--- config.mk ---
export PLATFORM = sky130hd
export DESIGN_NAME = wb_rst_seq
export DESIGN_NICKNAME = d
export VERILOG_FILES = /design/src/rtl/wb_rst_seq.sv
export SDC_FILE = /design/constraint.sdc
export NUM_CORES = 1
export LEC_CHECK = 0
export ABC_AREA = 1
export CAP_MARGIN = 15
export CORE_ASPECT_RATIO = 2
export CORE_MARGIN = 5
export CORE_UTILIZATION = 25
export CTS_CLUSTER_SIZE = 25
export DETAILED_ROUTE_END_ITERATION = 10
export PLACE_DENSITY = 0.4
export SYNTH_ARGS = -nofsm -noshare
export SYNTH_HDL_FRONTEND = slang
export SYNTH_SLANG_ARGS = --single-unit
--- constraint.sdc ---
create_clock -name clk_i -period 2.9 [get_ports clk_i]
set_input_delay 0.29 -clock clk_i [delete_from_list [all_inputs] [get_ports clk_i]]
set_output_delay 0.29 -clock clk_i [all_outputs]
set_load 0.05 [all_outputs]
--- src/rtl/wb_rst_seq.sv ---
// Wishbone SYSCON reset sequencer: merges reset requests, drains the bus (bounded),
// then drives a minimum-width reset pulse with async released before sync.
module wb_rst_seq #(
  parameter int unsigned REQ_CNT      = 4,
  parameter int unsigned RST_CYCLES   = 16,
  parameter int unsigned DRAIN_CYCLES = 64,
  parameter int unsigned RELEASE_GAP  = 4
) (
  input  logic               clk_i,
  input  logic               sync_rst_i,
  input  logic [REQ_CNT-1:0] req_i,
  input  logic               bus_cyc_i,
  output logic               async_rst_o,
  output logic               sync_rst_o,
  output logic [REQ_CNT-1:0] cause_o,
  output logic               forced_o,
  output logic               busy_o
);

  localparam int unsigned MAX_A = (RST_CYCLES > DRAIN_CYCLES) ? RST_CYCLES : DRAIN_CYCLES;
  localparam int unsigned MAX_V = (MAX_A > RELEASE_GAP) ? MAX_A : RELEASE_GAP;
  localparam int unsigned CW    = (MAX_V > 0) ? $clog2(MAX_V + 1) : 1;
  localparam bit          NO_DRAIN = (DRAIN_CYCLES == 0);
  localparam bit          HAS_GAP  = (RELEASE_GAP > 0);
  localparam logic [CW-1:0] RST_LOAD   = CW'(RST_CYCLES - 1);
  localparam logic [CW-1:0] DRAIN_LOAD = CW'(NO_DRAIN ? 0 : DRAIN_CYCLES - 1);
  localparam logic [CW-1:0] GAP_LOAD   = CW'(HAS_GAP ? RELEASE_GAP - 1 : 0);

  typedef enum logic [1:0] {
    ST_IDLE    = 2'd0,
    ST_DRAIN   = 2'd1,
    ST_ASSERT  = 2'd2,
    ST_RELEASE = 2'd3
  } state_t;

  state_t             state, state_nxt;
  logic [CW-1:0]      cnt, cnt_nxt;
  logic [REQ_CNT-1:0] cause_nxt;
  logic               forced_nxt;
  logic               async_nxt, sync_nxt, busy_nxt;
  logic               any_req;

  assign any_req = |req_i;

  // State, counter and registered outputs; sync_rst_i overrides everything.
  always_ff @(posedge clk_i) begin
    if (sync_rst_i) begin
      state       <= ST_ASSERT;
      cnt         <= RST_LOAD;
      async_rst_o <= 1'b1;
      sync_rst_o  <= 1'b1;
      busy_o      <= 1'b1;
      cause_o     <= '0;
      forced_o    <= 1'b0;
    end else begin
      state       <= state_nxt;
      cnt         <= cnt_nxt;
      async_rst_o <= async_nxt;
      sync_rst_o  <= sync_nxt;
      busy_o      <= busy_nxt;
      cause_o     <= cause_nxt;
      forced_o    <= forced_nxt;
    end
  end

  // Next-state logic; reset lines follow the state one cycle later.
  always_comb begin
    state_nxt  = state;
    cnt_nxt    = cnt;
    cause_nxt  = cause_o;
    forced_nxt = forced_o;
    async_nxt  = (state == ST_ASSERT);
    sync_nxt   = (state == ST_ASSERT) || (state == ST_RELEASE);
    busy_nxt   = (state != ST_IDLE);

    case (state)
      ST_IDLE: begin
        if (any_req) begin
          cause_nxt  = req_i;
          forced_nxt = 1'b0;
          if (!bus_cyc_i || NO_DRAIN) begin
            state_nxt  = ST_ASSERT;
            cnt_nxt    = RST_LOAD;
            forced_nxt = bus_cyc_i;
          end else begin
            state_nxt = ST_DRAIN;
            cnt_nxt   = DRAIN_LOAD;
          end
        end
      end

      ST_DRAIN: begin
        cause_nxt = cause_o | req_i;
        if (!bus_cyc_i) begin
          state_nxt = ST_ASSERT;
          cnt_nxt   = RST_LOAD;
        end else if (cnt == '0) begin
          state_nxt  = ST_ASSERT;
          cnt_nxt    = RST_LOAD;
          forced_nxt = 1'b1;
        end else begin
          cnt_nxt = cnt - CW'(1);
        end
      end

      ST_ASSERT: begin
        cause_nxt = cause_o | req_i;
        if (any_req) begin
          cnt_nxt = RST_LOAD;
        end else if (cnt == '0) begin
          if (HAS_GAP) begin
            state_nxt = ST_RELEASE;
            cnt_nxt   = GAP_LOAD;
          end else begin
            state_nxt = ST_IDLE;
          end
        end else begin
          cnt_nxt = cnt - CW'(1);
        end
      end

      ST_RELEASE: begin
        if (any_req) begin
          cause_nxt = cause_o | req_i;
          state_nxt = ST_ASSERT;
          cnt_nxt   = RST_LOAD;
        end else if (cnt == '0) begin
          state_nxt = ST_IDLE;
        end else begin
          cnt_nxt = cnt - CW'(1);
        end
      end

      default: state_nxt = ST_IDLE;
    endcase
  end

endmodule

==> metrics.csv, run 1 <==
stage;metric;value;unit
run_status;status;finished clean;
cts;ctsHoldBuffers;0;
setup_path;path_cells;inv_1 -> ha_1 -> inv_1 -> nor2_1 -> nand3_2 -> nand2_1 -> nand2_1 -> inv_1 -> a21oi_1 -> a21oi_1;
setup_path;reg2reg_from;cnt[0];
grt;use_met2;18.50;%
routing;num_vias;960;
power_and_ir_drop;powerDensity;393.9;nW/um^2
finish;fill_cells;411;
finish;instances_no_fill;218;
timing;max_clock_freq;549.5;MHz
grt;grt_use_met3;1.997;%
routing;dr.pass1.iters;4;
cts;cts_sinks;17;
timing;post-route-min-period;1.820;ns
power_and_ir_drop;ir_drop;0.1882;mV
timing;slew_violations;0;
synth;synth_seq_cells;17;
timing;hold_viol;0;
setup_path;critPathLaunch;cnt[0];
grt;grt_pass1_vias;954;
setup_path;worstSetupEndpointType;flip-flop;
place;hpwl;1980;um
grt;grt_max_degree;13;
grt;busiest_layer;met2;
floorplanning;die_h;97.62;um
place;placed_area;1149;um^2
routing;viasPerCell;4.404;
grt;grtUsageTotal;10.68;%
routing;final_antenna_net_count;0;
floorplanning;num_io_pins;15;
synth;yosys-top-cells-area;dfxtp_1, nand2_1, inv_1;
place;place_congestion;0.8088;
cts;cts-resized-gates;0;
floorplanning;core;3804;um^2
synth;synth_cell_types;20;
place;placed_cells_incl_taps;214;
synth;synth_fp_nets;159;
grt;grt_antenna_before_repair;0;
timing;rsz0062_at_grt;false;
routing;post_drt_wl_per_cell;11.39;um
cts;cts_tree;built;
floorplanning;rows;32;
setup_path;critical_path_class;flip-flop to flip-flop;
synth;yosys_warnings;0;
synth;syn_avg_cell_area;6.355;um^2
setup_path;critPathSlowestCell;dfxtp_1;
finish;syn_to_final_growth;24.38;%
floorplanning;fp.dieW;53.81;um
place;io_buffer_count;14;
finish;final_cell_mix;nand2_1, inv_1, nor2_1;
grt;grt_first_pass_wirelength;4188;um
cts;cts_max_level;1;
finish;layout.nets;176;
finish;diodes;0;
finish;regArea;340.3;um^2
cts;clockRootBuffer;clkbuf_8;
setup_path;cp_slowest_stage_delay;0.37;ns
floorplanning;initial_core_util;25.23;%
cts;post_cts_buffers;0;
routing;drc_errors;0;
cts;clk_latency;0.25;ns
cts;numCtsBuffers;3;
setup_path;crit_path_start_kind;flip-flop;
grt;grtUsageMet1;11.34;%
power_and_ir_drop;p_leak;0.5705;nW
setup_path;worstPathRequired;3.04;ns
min_path;holdCritStartpoint;forced_o;
min_path;hp-class;flip-flop to flip-flop;
routing;drt_wl_total;2482;um
setup_path;r2r_slack;1.08;ns
timing;fin_skew;0.005037;ns
finish;layout-drive-gt1-share;7.784;%
timing;setup_tns;0;ns
synth;yosysTopAreaCell;dfxtp_1;
setup_path;critPathArrivalTime;1.96;ns
synth;seq_area_frac_synth;35.46;%
run;max_cap_violations;0;
timing;timing.final.crit_share;62.75;%
cts;clk_pin_slew_worst_paths;0.07;ns
finish;layout_commonest_cell;nand2_1;
setup_path;crit_top_cell;inv_1;
cts;clk_path_buf_depth;2;
synth;netlist.area_leader.share;35.46;%
synth;netlist_instances;151;
routing;drt_iter0_drc;11;
timing;final-setup-viol-count;0;
synth;synth_area;959.7;um^2
floorplanning;dieArea;5253;um^2
timing;relSlewSlack;66.58;%
setup_path;crit_fanout;11;
finish;multi_input_area;518.0;um^2
grt;grt_overflow_total;0;
finish;fin_area;1194;um^2
timing;tightest_slew;0.4997;ns
[cell families (layout without fill, tap and decap cells)]
kind of cell             Yosys count  in the layout  synth area share, %
AO/OA/AOI/OAI                     24             24                13.43
XOR/XNOR                           2              2                1.826
adder cells (fa/ha/maj)            1              1                1.304
buffers and inverters             25             41                10.56
flip-flops                        17             17                35.46
AND/OR/NAND/NOR                   82             82                37.42
[path summary, 6_finish.rpt]
kind,endpoint,depth (start not counted)
min,forced_o,2
max,cnt[4],10
max reg2reg,cnt[4],10
min reg2reg,forced_o,2
[power breakdown]
group / internal (mW) / leakage [nW] / switching, mW / total, mW
registers: 0.238 / 0.139 / 0.00214 / 0.240
clock network: 0.0976 / 0.0228 / 0.0839 / 0.181
logic: 0.0186 / 0.409 / 0.0303 / 0.0489
total: 0.354 / 0.570 / 0.116 / 0.470
[critical path: cells and delay by family (launching register included)]
kind                     cells  cell delay, ns
AO/OA/AOI/OAI                2            0.29
flip-flops                   1            0.37
AND/OR/NAND/NOR              4            0.53
adder cells (fa/ha/maj)      1            0.24
buffers and inverters        3            0.27
[Yosys cell counts (all sizes together)]
cell type  instances
nand2             48
clkbuf             1
o22ai              1
nor2              22
buf                1
a21oi             11
nand4              3
inv               23
xor2               2
ha                 1
nand3              9
o21ai             12
dfxtp             17
[cell type report]
cell class / count / share of cell area [%]
sequential: 17 / 28.51
inverter: 23 / 7.233
multi-input combinational: 109 / 43.40
timing repair buffer: 14 / 11.74
clock buffer: 4 / 3.774
tap: 51 / 5.346
[layer usage]
layer  vias to the layer above  wire (um)
met3                         7         66
li1                        503          -
met5                         -          0
met1                       433        980
met2                        17       1364
met4                         0         70
[stage by stage]
step | setup slack (ns) | hold WS, ns | utilization (%) | power [mW]
2_1_floorplan | 1.443 | 0.3624 | - | 0.2721
3_5_place_dp | 0.9554 | 0.4769 | 30.20 | 0.2948
4_1_cts | 1.060 | 0.4964 | 31.38 | 0.4789
5_1_grt | 0.8820 | 0.5379 | 31.38 | 0.4889
6_report | 1.080 | 0.4841 | 31.38 | 0.4702
3_3_place_gp | 1.030 | 0.4639 | 30.20 | 0.2947
[flip-flops by register name, summed over array words and instances (netlist names)]
register,count
cnt,7
cause_o,4
async_rst_o,1
forced_o,1
busy_o,1
state,2
sync_rst_o,1
Note: power is estimated with default switching activity, not from simulation.
==> inputs of run 2 (changes only) <==
PLACE_DENSITY = 0.42   (was 0.4)
clock period = 1.48 ns   (was 2.9 ns; I/O delays follow)
==> run 2 against run 1 <==
Against the previous run:
- fmax is 27% higher
- highest routed layer unchanged
- wire length grew 9.9%
- largest power group unchanged
- die area unchanged
==> metrics.csv, run 2 (same netlist as run 1, synthesis figures left out) <==
stage;metric;value;unit;change
min_path;hp-class;flip-flop to flip-flop;;
cts;numCtsBuffers;3;;unchanged
routing;drc_errors;0;;unchanged
finish;fill_cells;430;;+4.6%
timing;hold_slack;0.4869;ns;+0.002777 ns
place;place_congestion;0.7834;;-3.1%
timing;tightest_slew;0.3832;ns;-0.1165 ns
timing;max_clock_freq;698.6;MHz;+27%
floorplanning;dieArea;5253;um^2;unchanged
finish;top_register;cnt;;
cts;clockRootBuffer;clkbuf_8;;
timing;fin_skew;0.002869;ns;-0.002169 ns
floorplanning;core;3804;um^2;unchanged
power_and_ir_drop;p_total;0.9332;mW;+98%
finish;diodes;0;;unchanged
finish;reg_top3;cnt (7), cause_o (4), state (2);;
grt;grt_max_degree;13;;unchanged
cts;cts_sinks;17;;unchanged
routing;drt_wl_total;2727;um;+9.9%
timing;rsz0062_at_grt;true;;
timing;post-route-min-period;1.431;ns;-0.3884 ns
power_and_ir_drop;powerDensity;650.2;nW/um^2;+65%
cts;cts_tree;built;;
floorplanning;rows;32;;unchanged
floorplanning;die_h;97.62;um;unchanged
cts;cts_max_level;1;;unchanged
setup_path;crit_path_start_kind;flip-flop;;
power_and_ir_drop;ir_drop;0.2889;mV;+53%
finish;final_cell_mix;nand2_1, buf_4, inv_1;;
floorplanning;initial_core_util;25.23;%;unchanged
timing;timing.final.crit_share;96.71;%;+34 points
routing;num_vias;1066;;+11%
finish;layout-drive-gt1-share;31.94;%;+24 points
routing;post_drt_wl_per_cell;11.27;um;-1.0%
setup_path;worstPathRequired;1.68;ns;-1.36 ns
cts;clk_pin_slew_worst_paths;0.07;ns;about the same
setup_path;critical_path_class;flip-flop to flip-flop;;
routing;viasPerCell;4.405;;about the same
grt;grt_first_pass_wirelength;4588;um;+9.6%
timing;slew_violations;0;;unchanged
finish;largest_reg_flops;7;;unchanged
power_and_ir_drop;p_leak;0.7109;nW;+25%
grt;grtUsageTotal;11.88;%;+1.2 points
finish;syn_to_final_growth;49.54;%;
setup_path;crit_fanout;6;;-5
routing;drt_iter0_drc;8;;-3
timing;relSlewSlack;74.43;%;+7.8 points
floorplanning;fp.dieW;53.81;um;unchanged
finish;utilization;37.73;%;+6.3 points
finish;layout_commonest_cell;nand2_1;;
routing;dr.pass1.iters;4;;unchanged
routing;final_antenna_net_count;0;;unchanged
floorplanning;num_io_pins;15;;unchanged
run_status;status;finished clean;;
setup_path;worstSetupEndpointType;flip-flop;;
run;max_cap_violations;0;;unchanged
timing;setup_tns;0;ns;unchanged
setup_path;critPathArrivalTime;1.63;ns;-0.33 ns
cts;clk_latency;0.25;ns;about the same
cts;clk_path_buf_depth;2;;unchanged
grt;grt_overflow_total;0;;unchanged
place;io_buffer_count;14;;unchanged
timing;final-setup-viol-count;0;;unchanged
finish;layout.nets;200;;+14%
setup_path;r2r_slack;0.05;ns;-1.03 ns
grt;grt_antenna_before_repair;0;;unchanged
place;hpwl;2117;um;+6.9%
finish;regArea;344.1;um^2;+1.1%
grt;grt_pass1_vias;1107;;+16%
finish;multi_input_area;585.6;um^2;+13%
timing;hold_viol;0;;unchanged
==> run 2: changes by cell type in the layout (fill, tap and decap cells not counted), sizes merged <==
cell and delta:
buf +32, clkdlybuf4s50 -8
==> run 2: final timing paths <==
check | start | to | cells past startpoint
min reg2reg | forced_o | forced_o | 2
min | forced_o | forced_o | 2
max reg2reg | cnt[0] | cnt[3] | 14
max | cnt[0] | cnt[3] | 14
==> run 2: final cells by class <==
| class | instances | area share (%) |
|---|---|---|
| sequential | 17 | 23.98 |
| tap | 51 | 4.446 |
| timing repair buffer | 38 | 21.45 |
| clock buffer | 4 | 3.139 |
| multi-input combinational | 109 | 40.80 |
| inverter | 23 | 6.190 |
==> run 2: timing repair <==
action | in CTS | in global routing
hold endpoints to repair | 0 | 0
pin swaps | 5 | 9
resized for setup | 15 | 11
setup buffers | 1 | 1
hold buffers | 0 | 0
endpoints found under the setup margin | 9 | 9
==> run 2: worst max-delay path: stages (launching register included) <==
cell,delay [ns]
dfxtp_2,0.32
inv_2,0.07
ha_4,0.15
inv_4,0.04
nor2_4,0.07
nand3_2,0.08
buf_6,0.15
buf_4,0.13
nand2_2,0.05
nand2_2,0.06
nand3_2,0.05
nand2_1,0.04
nand2_1,0.06
nand2_1,0.05
nand2_1,0.06
==> run 2: report_power, final <==
part / switching (mW) / internal, mW
Combinational: 0.0621 / 0.0402
Sequential: 0.00451 / 0.466
Clock: 0.169 / 0.191
Total: 0.236 / 0.697
==> run 2: through the flow <==
stage	area [um^2]	instances	setup slack (ns)
after floorplan	959.7	151	0.02344
after global placement	1294	236	-0.1906
after detailed placement	1294	236	-0.2460
after CTS	1388	241	-0.009215
after global routing	1435	242	-0.06536
final	1435	242	0.04866
==> run 2: per-layer routing <==
metal	wire length (um)	track usage (%)
met1	1007	11.47
met2	1522	20.93
met3	70	2.151
met4	127	8.071
met5	0	0
==> inputs of run 3 (changes only) <==
CORE_ASPECT_RATIO = unset   (was 2)
SETUP_SLACK_MARGIN = 0.3   (was unset)
==> run 3 against run 2 <==
Against the previous run:
- total power hardly changed
- die area is 1.4% lower
- sequential power hardly changed
- first-iteration DRC count grew to 6.1 times the previous value
- worst setup slack worse by 0.0092 ns
- core utilization is 3.9 points higher
- highest routed layer unchanged
==> metrics.csv, run 3 (same netlist as run 1, synthesis figures left out) <==
stage;metric;value;unit;change
cts;cts_sinks;17;;unchanged
place;place_congestion;0.9066;;+16%
routing;drt_iter0_drc;49;;+41
timing;rsz0062_at_grt;true;;
power_and_ir_drop;ir_drop;0.3130;mV;+8.3%
setup_path;critical_path_class;flip-flop to flip-flop;;
timing;relSlewSlack;71.17;%;-3.3 points
timing;max_clock_freq;694.2;MHz;-0.64%
routing;viasPerCell;4.361;;-1.0%
setup_path;worstSetupEndpointType;flip-flop;;
grt;grt_overflow_total;0;;unchanged
setup_path;crit_path_start_kind;flip-flop;;
timing;setup_tns;0;ns;unchanged
place;pre_cts_ws;-0.1594;ns;+0.08659 ns
place;placed_cells_incl_taps;233;;-1.3%
routing;dr.pass1.iters;4;;unchanged
finish;fin_area;1535;um^2;+7.0%
finish;largest_reg_flops;7;;unchanged
cts;numCtsBuffers;3;;unchanged
power_and_ir_drop;p_total;0.9338;mW;about the same
finish;top_register;cnt;;
place;hpwl;2078;um;-1.9%
power_and_ir_drop;powerDensity;608.3;nW/um^2;-6.5%
floorplanning;die_h;71.96;um;-26%
finish;final_cell_mix;nand2_1, buf_4, inv_1;;
grt;grt_antenna_before_repair;0;;unchanged
cts;cts_tree;built;;
timing;setup_slack;0.03949;ns;-0.009170 ns
finish;instances_no_fill;244;;+0.83%
power_and_ir_drop;p_leak;0.7407;nW;+4.2%
setup_path;critPathArrivalTime;1.60;ns;-0.03 ns
floorplanning;dieArea;5178;um^2;-1.4%
floorplanning;num_io_pins;15;;unchanged
cts;clk_latency;0.25;ns;about the same
place;io_buffer_count;14;;unchanged
grt;grtUsageTotal;11.53;%;-0.35 points
routing;num_vias;1064;;-0.19%
grt;grt_max_degree;13;;unchanged
timing;slew_violations;0;;unchanged
finish;fill_cells;431;;+0.23%
routing;drc_errors;0;;unchanged
floorplanning;core;3689;um^2;-3.0%
finish;syn_to_final_growth;59.97;%;
timing;timing.final.crit_share;97.33;%;+0.62 points
setup_path;reg2reg_depth;14;;unchanged
timing;final-setup-viol-count;0;;unchanged
timing;post-route-min-period;1.441;ns;+0.009170 ns
routing;post_drt_wl_per_cell;11.20;um;-0.60%
grt;grt_first_pass_wirelength;4747;um;+3.5%
run_status;status;finished clean;;
run;max_cap_violations;0;;unchanged
place;placed_area;1306;um^2;+0.97%
floorplanning;rows;22;;-31%
cts;clockRootBuffer;clkbuf_8;;
routing;final_antenna_net_count;0;;unchanged
finish;layout_commonest_cell;nand2_1;;
min_path;whs_path_depth;3;;+1
finish;diodes;0;;unchanged
floorplanning;fp.dieW;71.96;um;+34%
floorplanning;initial_core_util;26.02;%;+0.79 points
min_path;hp-class;input port to flip-flop;;
cts;cts_max_level;1;;unchanged
routing;drt_wl_total;2733;um;+0.22%
grt;grt_pass1_vias;1083;;-2.2%
cts;clk_pin_slew_worst_paths;0.07;ns;about the same
setup_path;worstPathRequired;1.63;ns;-0.05 ns
finish;reg_top3;cnt (7), cause_o (4), state (2);;
timing;hold_viol;0;;unchanged
timing;tightest_slew;0.4320;ns;+0.04878 ns
setup_path;crit_fanout;5;;-1
finish;layout.nets;205;;+2.5%
finish;layout-drive-gt1-share;43.88;%;+12 points
cts;clk_path_buf_depth;2;;unchanged
timing;fin_skew;0.005608;ns;+0.002740 ns
setup_path;r2r_slack;0.04;ns;about the same
[run 3: cell types whose count changed in the layout (fill, tap and decap cells not counted), moves of 3 or more]
cell | previous run | this run
buf_4 | 30 | 33
a21oi_2 | 2 | 8
a21oi_1 | 9 | 3
nand2_2 | 4 | 10
nor2_2 | 1 | 4
nand2_1 | 42 | 34
[run 3: per-stage QoR]
stage          hold slack [ns]  utilization [%]
2_1_floorplan           0.2204                -
3_3_place_gp            0.4594            35.41
3_5_place_dp            0.4769            35.41
4_1_cts                 0.2579            39.62
5_1_grt                 0.2948            41.62
6_report                0.2579            41.62
[run 3: layout make-up]
type / instances / area (um^2) / share of cell area, %
timing repair buffer: 43 / 350.3 / 22.82
sequential: 17 / 347.8 / 22.66
tap: 48 / 60.06 / 3.912
multi-input combinational: 109 / 643.1 / 41.89
inverter: 23 / 88.84 / 5.786
clock buffer: 4 / 45.04 / 2.934
[run 3: per-layer routing]
metal  part of all wire (%)  routed length (um)  track usage, %  up-vias
li1                       -                   -               -      563
met1                     45                1239           13.95      491
met5                      0                   0               0        -
met2                     51                1400           20.10        8
met3                    2.7                  74           3.324        2
met4                   0.66                  18           2.714        0
[run 3: worst paths after layout]
path | to | start
setup / recovery | cnt[6] | cnt[0]
hold / removal | cause_o[1] | req_i[1]
setup reg to reg | cnt[6] | cnt[0]
hold reg to reg | forced_o | forced_o
[run 3: worst max-delay path: stages (launching register included)]
cell,delay [ns]
dfxtp_2,0.32
inv_2,0.07
ha_4,0.14
inv_2,0.04
nor2_4,0.07
nand3_2,0.09
buf_6,0.15
nand2_4,0.07
nand2_2,0.05
nand2_2,0.07
nand2_4,0.08
nand2_2,0.06
nand2_1,0.04
nand2_1,0.06
inv_1,0.03
[run 3: power breakdown]
group / total (mW) / switching, mW / internal (mW) / leakage (nW)
Sequential: 0.469 / 0.00499 / 0.464 / 0.138
Clock: 0.362 / 0.170 / 0.191 / 0.0228
Combinational: 0.103 / 0.0651 / 0.0383 / 0.580
[run 3: repair_timing]
item                                    CTS  global route
pin swaps                                10            14
hold buffers                              0             0
setup buffers                             5             2
endpoints found under the setup margin   14            14
resized for setup                        25            21
==> edit: new RTL, flow settings as in run 2 <==
Register the output `cause_o` once more, with the module's reset; this adds one clock of latency there. The other outputs are not delayed to match.
--- a/src/rtl/wb_rst_seq.sv
+++ b/src/rtl/wb_rst_seq.sv
@@ -33,6 +33,8 @@
     ST_RELEASE = 2'd3
   } state_t;
 
+  logic [REQ_CNT-1:0] cause_s0;
+
   state_t             state, state_nxt;
   logic [CW-1:0]      cnt, cnt_nxt;
   logic [REQ_CNT-1:0] cause_nxt;
@@ -50,7 +52,7 @@
       async_rst_o <= 1'b1;
       sync_rst_o  <= 1'b1;
       busy_o      <= 1'b1;
-      cause_o     <= '0;
+      cause_s0    <= '0;
       forced_o    <= 1'b0;
     end else begin
       state       <= state_nxt;
@@ -58,7 +60,7 @@
       async_rst_o <= async_nxt;
       sync_rst_o  <= sync_nxt;
       busy_o      <= busy_nxt;
-      cause_o     <= cause_nxt;
+      cause_s0    <= cause_nxt;
       forced_o    <= forced_nxt;
     end
   end
@@ -67,7 +69,7 @@
   always_comb begin
     state_nxt  = state;
     cnt_nxt    = cnt;
-    cause_nxt  = cause_o;
+    cause_nxt  = cause_s0;
     forced_nxt = forced_o;
     async_nxt  = (state == ST_ASSERT);
     sync_nxt   = (state == ST_ASSERT) || (state == ST_RELEASE);
@@ -90,7 +92,7 @@
       end
 
       ST_DRAIN: begin
-        cause_nxt = cause_o | req_i;
+        cause_nxt = cause_s0 | req_i;
         if (!bus_cyc_i) begin
           state_nxt = ST_ASSERT;
           cnt_nxt   = RST_LOAD;
@@ -104,7 +106,7 @@
       end
 
       ST_ASSERT: begin
-        cause_nxt = cause_o | req_i;
+        cause_nxt = cause_s0 | req_i;
         if (any_req) begin
           cnt_nxt = RST_LOAD;
         end else if (cnt == '0) begin
@@ -121,7 +123,7 @@
 
       ST_RELEASE: begin
         if (any_req) begin
-          cause_nxt = cause_o | req_i;
+          cause_nxt = cause_s0 | req_i;
           state_nxt = ST_ASSERT;
           cnt_nxt   = RST_LOAD;
         end else if (cnt == '0) begin
@@ -135,5 +137,13 @@
     endcase
   end
 
+  always_ff @(posedge clk_i) begin
+    if (sync_rst_i) begin
+      cause_o <= '0;
+    end else begin
+      cause_o <= cause_s0;
+    end
+  end
+
 endmodule
 
Formal check against the unedited RTL: not equivalent (Yosys sat finds a counterexample within 4 cycles, from zero or initial values and one cycle with sync_rst_i high).
==> edit against run 2 <==
- count of clock-buffer cells in the layout unchanged
- sequential cell count increased by 4
- synthesized cell count increased by 13%
- cell area increased by 2.3%
- setup slack improved by 62 ps
- area after synthesis increased by 21%
- routed wire length increased by 16%
- largest cell class unchanged
- highest routed layer unchanged
Power is not compared: it rests on default switching activity, and its combinational part moved more than twofold at a synthesized area within 25%.
==> edit: results (changes against run 2) <==
| Metric | Value |
|---|---|
| Sw power | `between 700 and 800 uW` |
| IR drop worst, VDD | `a little under 0.7 mV` |
| Total iterations of the first detailed-routing run | `3 (was 4)` |
| Leading registers by flop count | `cnt (7), cause_o (4), cause_s0 (4) (was cnt (7), cause_o (4), state (2))` |
| Final nets | `205 (was 200)` |
| YS warnings | `0 (unchanged)` |
| First-pass GRT wire length | `5.23 mm (was 4.59 mm)` |
| Total setup violations reported at the end of the flow | `0 (unchanged)` |
| Number of fill cells | `536 (was 430)` |
| Count of antenna diodes in the layout | `0 (unchanged)` |
| Final routed wire length divided by cell count | `12.6 um (was 11.3 um)` |
| Total CTS buffers | `3 (unchanged)` |
| Most instantiated flip-flop cell in the synthesis netlist | `dfxtp_1 (unchanged)` |
| Largest net degree at the start of global routing | `12 (was 13)` |
| Detailed placement HPWL | `2.69 mm (was 2.12 mm)` |
| Crit path max fanout | `8 (was 6)` |
| Number of global-route vias before repair | `1158 (was 1107)` |
| Class of the worst hold path | `register to register (unchanged)` |
| Count of input and output buffers | `14 (unchanged)` |
| Final weighted congestion in routability-driven placement | `0.817 (was 0.783)` |
| Clk pwr share | `between 20% and 30%` |
| Clock latency on the worst-skew pair | `approximately 260 ps` |
| Syn nets | `178 (was 159)` |
| Remaining max-slew budget at the tightest pin | `80.2% (was 74.4%)` |
| Root Buffer | `clkbuf_8 (unchanged)` |
| Result of the run | `finished, final reports clean (unchanged)` |
| Fraction of final layout cells sized beyond drive strength 1 | `25.0% (was 31.9%)` |
| Starting utilization of the core area | `25.4% (was 25.2%)` |
| Count of routing violations after the opening detailed-route iteration | `17 (was 8)` |
| Top post-synthesis cells by count | `nand2_1 (54), dfxtp_1 (21), inv_1 (17), nor2_1 (17) (was nand2_1 (46), inv_1 (22), nor2_1 (19))` |
| Post-place setup slack | `-50.9 ps (was -246 ps)` |
| Count of vias placed by the detailed router | `1136 (was 1066)` |
| Top post-synthesis cells by area | `dfxtp_1 (36%), nand2_1 (17%), inv_1 (5.5%) (was dfxtp_1 (35%), nand2_1 (18%), inv_1 (8.6%))` |
| Leakage power total | `around 0.71 nW` |
| Antenna violations before repair | `0 (unchanged)` |
| Number of levels in the clock H-tree | `1 (unchanged)` |
| Worst Clk Skew | `8.38 ps (was 2.87 ps)` |
| GRT Overall Usage | `11.2% (was 11.9%)` |
| Sequential element share of the synthesized area | `36.3% (was 35.5%)` |
| Clock Path Buffers | `2 (unchanged)` |
| Async set or reset register ratio after synthesis | `0% (unchanged)` |
| Data arrival time of the critical path | `1540 ps (was 1630 ps)` |
| Post-detailed-route count of antenna-violating nets | `0 (unchanged)` |
| Distinct cells, synth | `24 (was 20)` |
| Clock transition at the register clock pins on the worst setup and hold paths after CTS | `80 ps` |
| Combinational logic power | `705 uW` |
edit: per-layer routing:
metal / share of wire [%] / up-vias / global-route usage, %
li1: - / 580 / -
met1: 33 / 520 / 9.18
met2: 60 / 25 / 23.2
met3: 3.6 / 11 / 1.82
met4: 3.6 / 0 / 5.64
met5: 0 / - / 0
edit: final timing paths:
path,cells past startpoint,endpoint,from,slack (ps)
setup / recovery,10,cnt[0],cnt[1],110
hold / removal,2,cause_o[1],cause_s0[1],430
setup reg to reg,10,cnt[0],cnt[1],110
hold reg to reg,2,cause_o[1],cause_s0[1],430
edit: critical path, stage by stage, from the launching register on:
cell and delay (ps):
dfxtp_1 390, inv_2 70, ha_4 170, inv_2 60, nor2_4 30, nand3_4 110, nand2_1 70, o21ai_0 190
nand2_1 80, nand2_1 60, nand2_1 40
edit: logic make-up after synthesis:
logic type	Yosys count	synth area share, %
compound gates	23	12.1
xor+xnor	1	0.756
fa+ha+maj	1	1.08
buf+inv	24	8.53
flops	21	36.3
simple gates	100	41.3
edit: metrics by stage:
| step | cell area, um2 | cells | power, mW | hold slack [ps] | util [%] |
|---|---|---|---|---|---|
| finish | 1470 | 251 | 1.80 | 430 | 32.2 |
| detailed placement | 1410 | 247 | 1.43 | 423 | 31.0 |
| global placement | 1410 | 247 | 1.43 | 420 | 31.0 |
| CTS | 1460 | 251 | 1.82 | 437 | 32.0 |
| global route | 1470 | 251 | 1.93 | 454 | 32.2 |
| floorplan | 1160 | 170 | 1.19 | 261 | - |
edit: repair_timing:
item                                    CTS  global route
hold buffers                              0             0
endpoints found under the setup margin    0             9
setup buffers                             0             0
gates resized for setup                   0             3
edit: area by class of cell:
type                    count  area share (%)
clock buffers               4            3.07
inverters                  21            5.37
multi-input cells         125            44.4
flip-flops and latches     21            28.6
well taps                  55            4.69
repair buffers             25            13.8
